--- src/rtl/mem_stage_pkg.sv ---
// mem_stage_pkg: shared MEM-stage control encodings and FSM state type
package mem_stage_pkg;
    localparam int CTRL_MEM_READ  = 0;
    localparam int CTRL_MEM_WRITE = 1;
    localparam int CTRL_REG_WRITE = 2;
    localparam int CTRL_WB_SEL    = 3;
    localparam logic [1:0] WB_ALU = 2'b00;
    localparam logic [1:0] WB_MEM = 2'b01;
    localparam logic [1:0] WB_PC4 = 2'b10;
    typedef enum logic {IDLE, BUSY} mem_state_t;
    function automatic logic [2:0] ctrl_wb_pack(input logic [4:0] ctrl);
        logic [1:0] sel;
        sel = ctrl[CTRL_WB_SEL +: 2];
        return {(sel == 2'b11) ? WB_ALU : sel, ctrl[CTRL_REG_WRITE]};
    endfunction
endpackage

--- src/rtl/mem_req_fsm.sv ---
// mem_req_fsm: data-memory request sequencing, timeout, stall and error detection
module mem_req_fsm
    import mem_stage_pkg::*;
#(
    parameter int TIMEOUT = 16
) (
    input  logic        clk,
    input  logic        reset_n,
    input  logic        mem_read,
    input  logic        mem_write,
    input  logic [31:0] alu_result,
    input  logic [31:0] write_data1,
    input  logic        dmem_ready,
    output logic        stall,
    output logic        dmem_req,
    output logic        dmem_we,
    output logic [31:0] dmem_addr,
    output logic [31:0] dmem_wdata,
    output logic        complete,
    output logic        misalign,
    output logic        timeout
);
    localparam int CW = $clog2(TIMEOUT);
    localparam logic [CW-1:0] LAST = CW'(TIMEOUT - 1);

    mem_state_t state, state_nx;
    logic [CW-1:0] cnt;
    logic mem_op, aligned, busy, last, start;

    always_comb begin
        mem_op   = mem_read | mem_write;
        aligned  = alu_result[1:0] == 2'b00;
        busy     = state == BUSY;
        last     = cnt == LAST;
        // gating with reset_n keeps stall low while the stage is held in reset
        start    = reset_n && !busy && mem_op && aligned;
        misalign = reset_n && !busy && mem_op && !aligned;
        complete = busy && dmem_ready;
        timeout  = busy && !dmem_ready && last;
        stall    = start || (busy && !dmem_ready && !last);
        dmem_req = busy;
        state_nx = start ? BUSY : (complete || timeout) ? IDLE : state;
    end

    always_ff @(posedge clk or negedge reset_n) begin
        if (!reset_n) begin
            state      <= IDLE;
            cnt        <= '0;
            dmem_we    <= 1'b0;
            dmem_addr  <= '0;
            dmem_wdata <= '0;
        end else begin
            state <= state_nx;
            if (start) begin
                cnt        <= '0;
                dmem_we    <= mem_write;
                dmem_addr  <= {alu_result[31:2], 2'b00};
                dmem_wdata <= write_data1;
            end else if (busy && !complete && !timeout) begin
                cnt <= cnt + 1'b1;
            end
        end
    end
endmodule

--- src/rtl/mem_stage.sv ---
// mem_stage: RISC-V MEM pipeline stage with MEM/WB register and sticky error flags
module mem_stage
    import mem_stage_pkg::*;
#(
    parameter int TIMEOUT = 16
) (
    input  logic        clk,
    input  logic        reset_n,
    input  logic [4:0]  ctrl_mem,
    input  logic [31:0] rd_mem,
    input  logic [31:0] alu_result,
    input  logic [31:0] write_data1,
    input  logic [31:0] pc4_mem,
    output logic        stall,
    output logic        dmem_req,
    output logic        dmem_we,
    output logic [31:0] dmem_addr,
    output logic [31:0] dmem_wdata,
    input  logic        dmem_ready,
    input  logic [31:0] dmem_rdata,
    output logic [2:0]  ctrl_wb,
    output logic [31:0] rd_wb,
    output logic [31:0] alu_result_wb,
    output logic [31:0] read_data_wb,
    output logic [31:0] pc4_wb,
    output logic        misalign_err,
    output logic        bus_err,
    output logic [31:0] err_addr
);
    logic complete, misalign, timeout, bubble;

    mem_req_fsm #(.TIMEOUT(TIMEOUT)) u_fsm (
        .clk        (clk),
        .reset_n    (reset_n),
        .mem_read   (ctrl_mem[CTRL_MEM_READ]),
        .mem_write  (ctrl_mem[CTRL_MEM_WRITE]),
        .alu_result (alu_result),
        .write_data1(write_data1),
        .dmem_ready (dmem_ready),
        .stall      (stall),
        .dmem_req   (dmem_req),
        .dmem_we    (dmem_we),
        .dmem_addr  (dmem_addr),
        .dmem_wdata (dmem_wdata),
        .complete   (complete),
        .misalign   (misalign),
        .timeout    (timeout)
    );

    // every memory op is a bubble until the cycle it completes
    assign bubble = (ctrl_mem[CTRL_MEM_READ] || ctrl_mem[CTRL_MEM_WRITE]) && !complete;

    always_ff @(posedge clk or negedge reset_n) begin
        if (!reset_n) begin
            ctrl_wb       <= '0;
            rd_wb         <= '0;
            alu_result_wb <= '0;
            read_data_wb  <= '0;
            pc4_wb        <= '0;
            misalign_err  <= 1'b0;
            bus_err       <= 1'b0;
            err_addr      <= '0;
        end else begin
            ctrl_wb       <= bubble ? 3'b000 : ctrl_wb_pack(ctrl_mem);
            rd_wb         <= rd_mem;
            alu_result_wb <= alu_result;
            pc4_wb        <= pc4_mem;
            if (complete && !dmem_we) read_data_wb <= dmem_rdata;
            if (misalign) misalign_err <= 1'b1;
            if (timeout) bus_err <= 1'b1;
            if ((misalign || timeout) && !(misalign_err || bus_err))
                err_addr <= misalign ? alu_result : dmem_addr;
        end
    end
endmodule

--- config.mk ---
export PLATFORM = sky130hd
export DESIGN_NAME = mem_stage
export DESIGN_NICKNAME = d
export VERILOG_FILES = /design/src/rtl/mem_stage_pkg.sv /design/src/rtl/mem_req_fsm.sv /design/src/rtl/mem_stage.sv
export SDC_FILE = /design/constraint.sdc
export NUM_CORES = 1
export LEC_CHECK = 0
export CORE_AREA = 2 2 154 156
export CTS_CLUSTER_SIZE = 28
export DETAILED_ROUTE_END_ITERATION = 7
export DIE_AREA = 0 0 156 158
export GPL_TIMING_DRIVEN = 0
export PLACE_DENSITY = 0.78
export SLEW_MARGIN = 15
export SYNTH_ARGS = -nofsm -noshare
export SYNTH_HDL_FRONTEND = slang
export SYNTH_HIERARCHICAL = 1
export SYNTH_SLANG_ARGS = --single-unit
export TNS_END_PERCENT = 30
--- constraint.sdc ---
create_clock -name clk -period 5.6 [get_ports clk]
set_input_delay 1.12 -clock clk [delete_from_list [all_inputs] [get_ports clk]]
set_output_delay 1.12 -clock clk [all_outputs]
set_load 0.03 [all_outputs]
-- After elaboration in Yosys (flattened, before gate mapping)
Index checks and enable logic that the tools add are counted.
- bits in registers: 233
- word-level logic and storage cells: 53
- $add $sub $neg: 1
- equal/unequal tests: 2
- multiplexer cells: 7
- bitwise operators: 1
- reductions and logical operators: 29
- operators with widths (operator ; count):
    $mux W32 ; 1
    $logic_and A1 B1 Y1 ; 13
    $logic_not A1 Y1 ; 8
    $mux W4 ; 2
    $logic_or A1 B1 Y1 ; 5
    $add A4 B1 Y4 const B ; 1
    $eq A4 B4 Y1 const B ; 1
    $reduce_bool A2 Y1 ; 2
    $mux W3 ; 1
    $eq A2 B2 Y1 const B ; 1
    $logic_not A2 Y1 ; 1
    $mux W1 ; 2
    $mux W2 ; 1
    $or A1 B1 Y1 ; 1

-- Longest topological paths before layout
Gate-level depths: netlist of the first run.
- word-level depth: 7
- gate-level depth with buffers: 7

-- Modules after synthesis
The synthesis of the first run kept the hierarchy.
- by module, submodules not included (module ; instances ; cells an instance ; area an instance (µm²) ; sequential area each (µm²)):
    mem_stage ; 1 ; 282 ; 5385.2 ; 4129.0
    mem_req_fsm ; 1 ; 169 ; 2670.1 ; 1701.6

-- Worst setup path after synthesis of the first run
OpenSTA, ideal clock, no wires.
- path kind: input port to output port
- from: in ctrl_mem[1]
- to: out stall
- arrival: 2076 ps
- data required time: 4480 ps
- slack: 2404 ps
- stages: 6
- cells stage by stage: nor2_1 and4bb_1 buf_6 buf_6 buf_6 a21o_1
- word-level cells in the longest chain between the ends: 4
- RTL lines (element ; line ; RTL):
    from (decl) ; mem_stage.sv:9 ; input logic [4:0] ctrl_mem,
    $or A1 B1 Y1 ; mem_req_fsm.sv:31 ; mem_op = mem_read | mem_write;
    $logic_and A1 B1 Y1 (2 in a row) ; mem_req_fsm.sv:36 ; start = reset_n && !busy && mem_op && aligned;
    $logic_or A1 B1 Y1 ; mem_req_fsm.sv:40 ; stall = start || (busy && !dmem_ready && !last);
    to (decl) ; mem_stage.sv:14 ; output logic stall,
Every way passes these cells.

-- Worst setup path after layout of the first run
Same ends and word-level chain as after synthesis.

==> flow_metrics.py, run 1 <==
metrics = {
    "die": {
        "std_cell_rows": 56,
        "coreArea_um2": 23100,
        "die_y_um": 158,
        "die_w_um": 156,
        "ios": 400,
        "die_area_um2": 24600,
        "start_util": 0.349,
    },
    "timing": {
        "worst_pin_slew_ns": 0.545,
        "relSlewSlack": 0.637,
        "hold_viol_final": 0,
        "skew_ns": 0.0196,
        "setup_tns_ns": 0,
        "min_period_ns": 4.40,
        "max_freq_ghz": 0.227,
        "grt_setup_unrepaired": "false",
        "maxSlewViolCount": 0,
        "final-setup-viol-count": 0,
        "post-route-period-util": 0.786,
        "setup_ws_ns": 1.20,
    },
    "layout": {
        "diodes": 0,
        "final_cells": 1186,
        "fin_nets": 1048,
        "area_delta_synth_final_pct": 64.9,
        "drive_above_1_share": 0.249,
        "final_core_utilization": 0.576,
    },
    "clock_tree": {
        "cts_max_level": 1,
        "cts_max_path_buffers": 3,
        "cts.sinks": 233,
        "cts_resized": 0,
        "clk-insertion-delay-late_ns": 0.53,
        "cts_tree": "built",
        "numCtsBuffers": 26,
        "cts_setup_buffers": 0,
        "hold_buffers": 0,
        "cts-root-buf": "clkbuf_16",
        "clk_pin_slew_ns": 0.06,
    },
    "logic_synthesis": {
        "synth_area_um2": 8060,
        "synth_area_leaders": "dfrtp_1 (72%), mux2_2 (21%), buf_6 (1.4%), mux2_4 (0.75%), buf_4 (0.47%)",
        "syn_inst": 451,
        "synth-xor-area-share": 0,
        "ys_warn_count": 6,
        "synthMuxAreaShare": 0.224,
        "synthSimpleGateAreaFrac": 0.0208,
        "syn_avg_cell_area_um2": 17.9,
        "yosys.area.top_type": "dfrtp_1",
        "synth_seq_area_share": 0.724,
        "synthTopCellsByCount": "dfrtp_1 (233), mux2_2 (152), buf_6 (10)",
        "synth_cell_types": 30,
        "synth_edf_count": 0,
        "async_flop_share": 1.00,
        "synth_fa_ha_area_frac": 0.00155,
        "synth_top_family_by_area": "multiplexers",
        "synth.top_cell.area_share": 0.724,
        "ys_ff_latch": 233,
        "synth_compound_area_frac": 0.00699,
        "synth.most_common_cell": "dfrtp_1",
        "yosys_most_used_dff": "dfrtp_1",
    },
    "worst_hold_path": {
        "holdCritPathClass": "in2async",
    },
    "routing": {
        "via_count": 5311,
        "wl_per_cell_um": 19.1,
        "drtPass1Iterations": 4,
        "wl_mm": 22.7,
        "ant_nets": 0,
        "route.detailed.drc": 0,
        "viasPerCell": 4.48,
        "first_iter_violations": 203,
    },
    "global_routing": {
        "grt_usage": 0.179,
        "grt-ovfl-total": 0,
        "grt_max_degree": 107,
        "grt_pass1_vias": 5755,
        "antenna_found_initial": 0,
        "grt_pass1_wl_mm": 33.7,
    },
    "setup_path": {
        "r2r_cells": 6,
        "end_kind": "output pin",
        "crit_path_top_delay_cell": "clkdlybuf4s50_1",
        "critical_path_class": "in2out",
        "cp_data_required_time_ns": 4.48,
        "max_stage_delay_ns": 0.69,
        "cp_max_fo": 10,
        "startpoint_type": "primary input",
        "cp_num_buf_inv": 5,
        "reg2reg_slack_ns": 3.50,
        "cpMostUsedCell": "buf_6",
        "crit_chain": "clkdlybuf4s50_1 -> nor2_1 -> and4bb_1 -> buf_6 -> buf_6 -> buf_6 -> a21o_1 -> clkdlybuf4s50_1",
        "r2r-start": "u_fsm/dmem_req",
        "crit_family": "buffers and inverters",
        "startpoint": "ctrl_mem[1]",
        "cp.arrival_ns": 3.28,
        "cp_num_cells": 8,
    },
    "placement": {
        "place_congestion": 0.754,
        "dpl.hpwl_mm": 16.9,
        "dpl_worst_slack_ns": 1.17,
        "portBuffers": 397,
        "placed_cells": 1141,
    },
    "power": {
        "power_mw": 5.57,
        "ir_drop_uv": 318,
        "power.leakage_nw": 5.64,
        "p_per_area_nw_per_um2": 419,
    },
    "run_status": {
        "outcome": "complete, no violations",
    },
    "run": {
        "max-cap-violations": 0,
    },
}
metal layers:
layer | GRT usage | vias to the layer above | wire, um
met2 | 0.312 | 227 | 11500
met3 | 0.0627 | 44 | 1950
met4 | 0.0590 | 0 | 619
met5 | 0 | - | 0
li1 | - | 2425 | -
met1 | 0.206 | 2615 | 8610
worst reg2reg max path, stage by stage (launching register included):
cell and delay, ns:
dfrtp_1 0.44, nor4b_1 0.38, buf_6 0.21, nor2_2 0.06
nor3_4 0.30, buf_6 0.22, mux2_2 0.35
power by group:
group | total [mW] | switching, mW | internal, mW
Combinational | 1.80 | 0.941 | 0.855
Clock | 1.62 | 0.663 | 0.958
Sequential | 2.16 | 0.166 | 1.99
cells by family after synthesis:
family,count (synthesis)
AOI/OAI and AO/OA,9
muxes,159
and+or+nand+nor,27
DFF,233
other,1
buffers and inverters,21
adders and majority gates,1
flip-flops by register name, summed over array words and instances (netlist names):
name	cells
u_fsm/dmem_we	1
u_fsm/dmem_wdata	32
rd_wb	32
alu_result_wb	32
u_fsm/cnt	4
bus_err	1
ctrl_wb	3
u_fsm/dmem_req	1
misalign_err	1
u_fsm/dmem_addr	30
read_data_wb	32
pc4_wb	32
err_addr	32
layout make-up:
type / instances / area [um2]
flip-flops and latches: 233 / 5830
clock inverters: 6 / 50.0
repair buffers: 399 / 4030
multi-input cells: 198 / 2050
fillers: 1779 / 9770
well taps: 290 / 363
clock buffers: 39 / 779
plain buffers: 21 / 179
cell usage in the layout (no fill, tap or decap), drive strengths merged:
master           n
and2             1
clkdlybuf4s50  396
conb             2
nand2b           1
nor2             6
clkbuf          40
nor3             4
a21oi            3
o21ai            2
clkinvlp         2
a21o             2
a211oi           1
nor4b            1
a41oi            1
and4bb           1
nand3            3
mux2           159
buf             23
ha               1
nor2b            3
nand2            1
clkinv           4
dfrtp          233
nor3b            2
and3             1
or2              2
or3              1
per-stage QoR:
step | hold slack [ns] | instance area, um2
after floorplan | 0.484 | 8060
after global placement | 0.470 | 12400
after detailed placement | 0.479 | 12500
after CTS | 0.414 | 13300
after global routing | 0.429 | 13300
final | 0.438 | 13300
worst paths after layout:
kind                                       endpoint
worst min register to register          err_addr[1]
worst max register to register         err_addr[20]
worst max-delay path                          stall
max in group asynchronous       u_fsm/dmem_addr[11]
worst min-delay path                      pc4_wb[2]
min in group clk                        err_addr[1]
(Power assumes the default switching activity.)
==> run 2, diff against run 1 <==
clock period = 4.06 ns   (was 5.6 ns; I/O delays follow)
==> results of run 2 <==
The final DEF is identical to that of run 1. Status: complete, no violations.
Among the figures that moved: setup slack after placement 1.17 ns -> 0.248 ns; setup slack after layout 1.20 ns -> 0.277 ns; hold slack 0.438 ns -> 0.130 ns; register-to-register setup slack 3.50 ns -> 1.96 ns; total power 5.57 mW -> 7.69 mW; worst IR drop on VDD 318 uV -> 438 uV
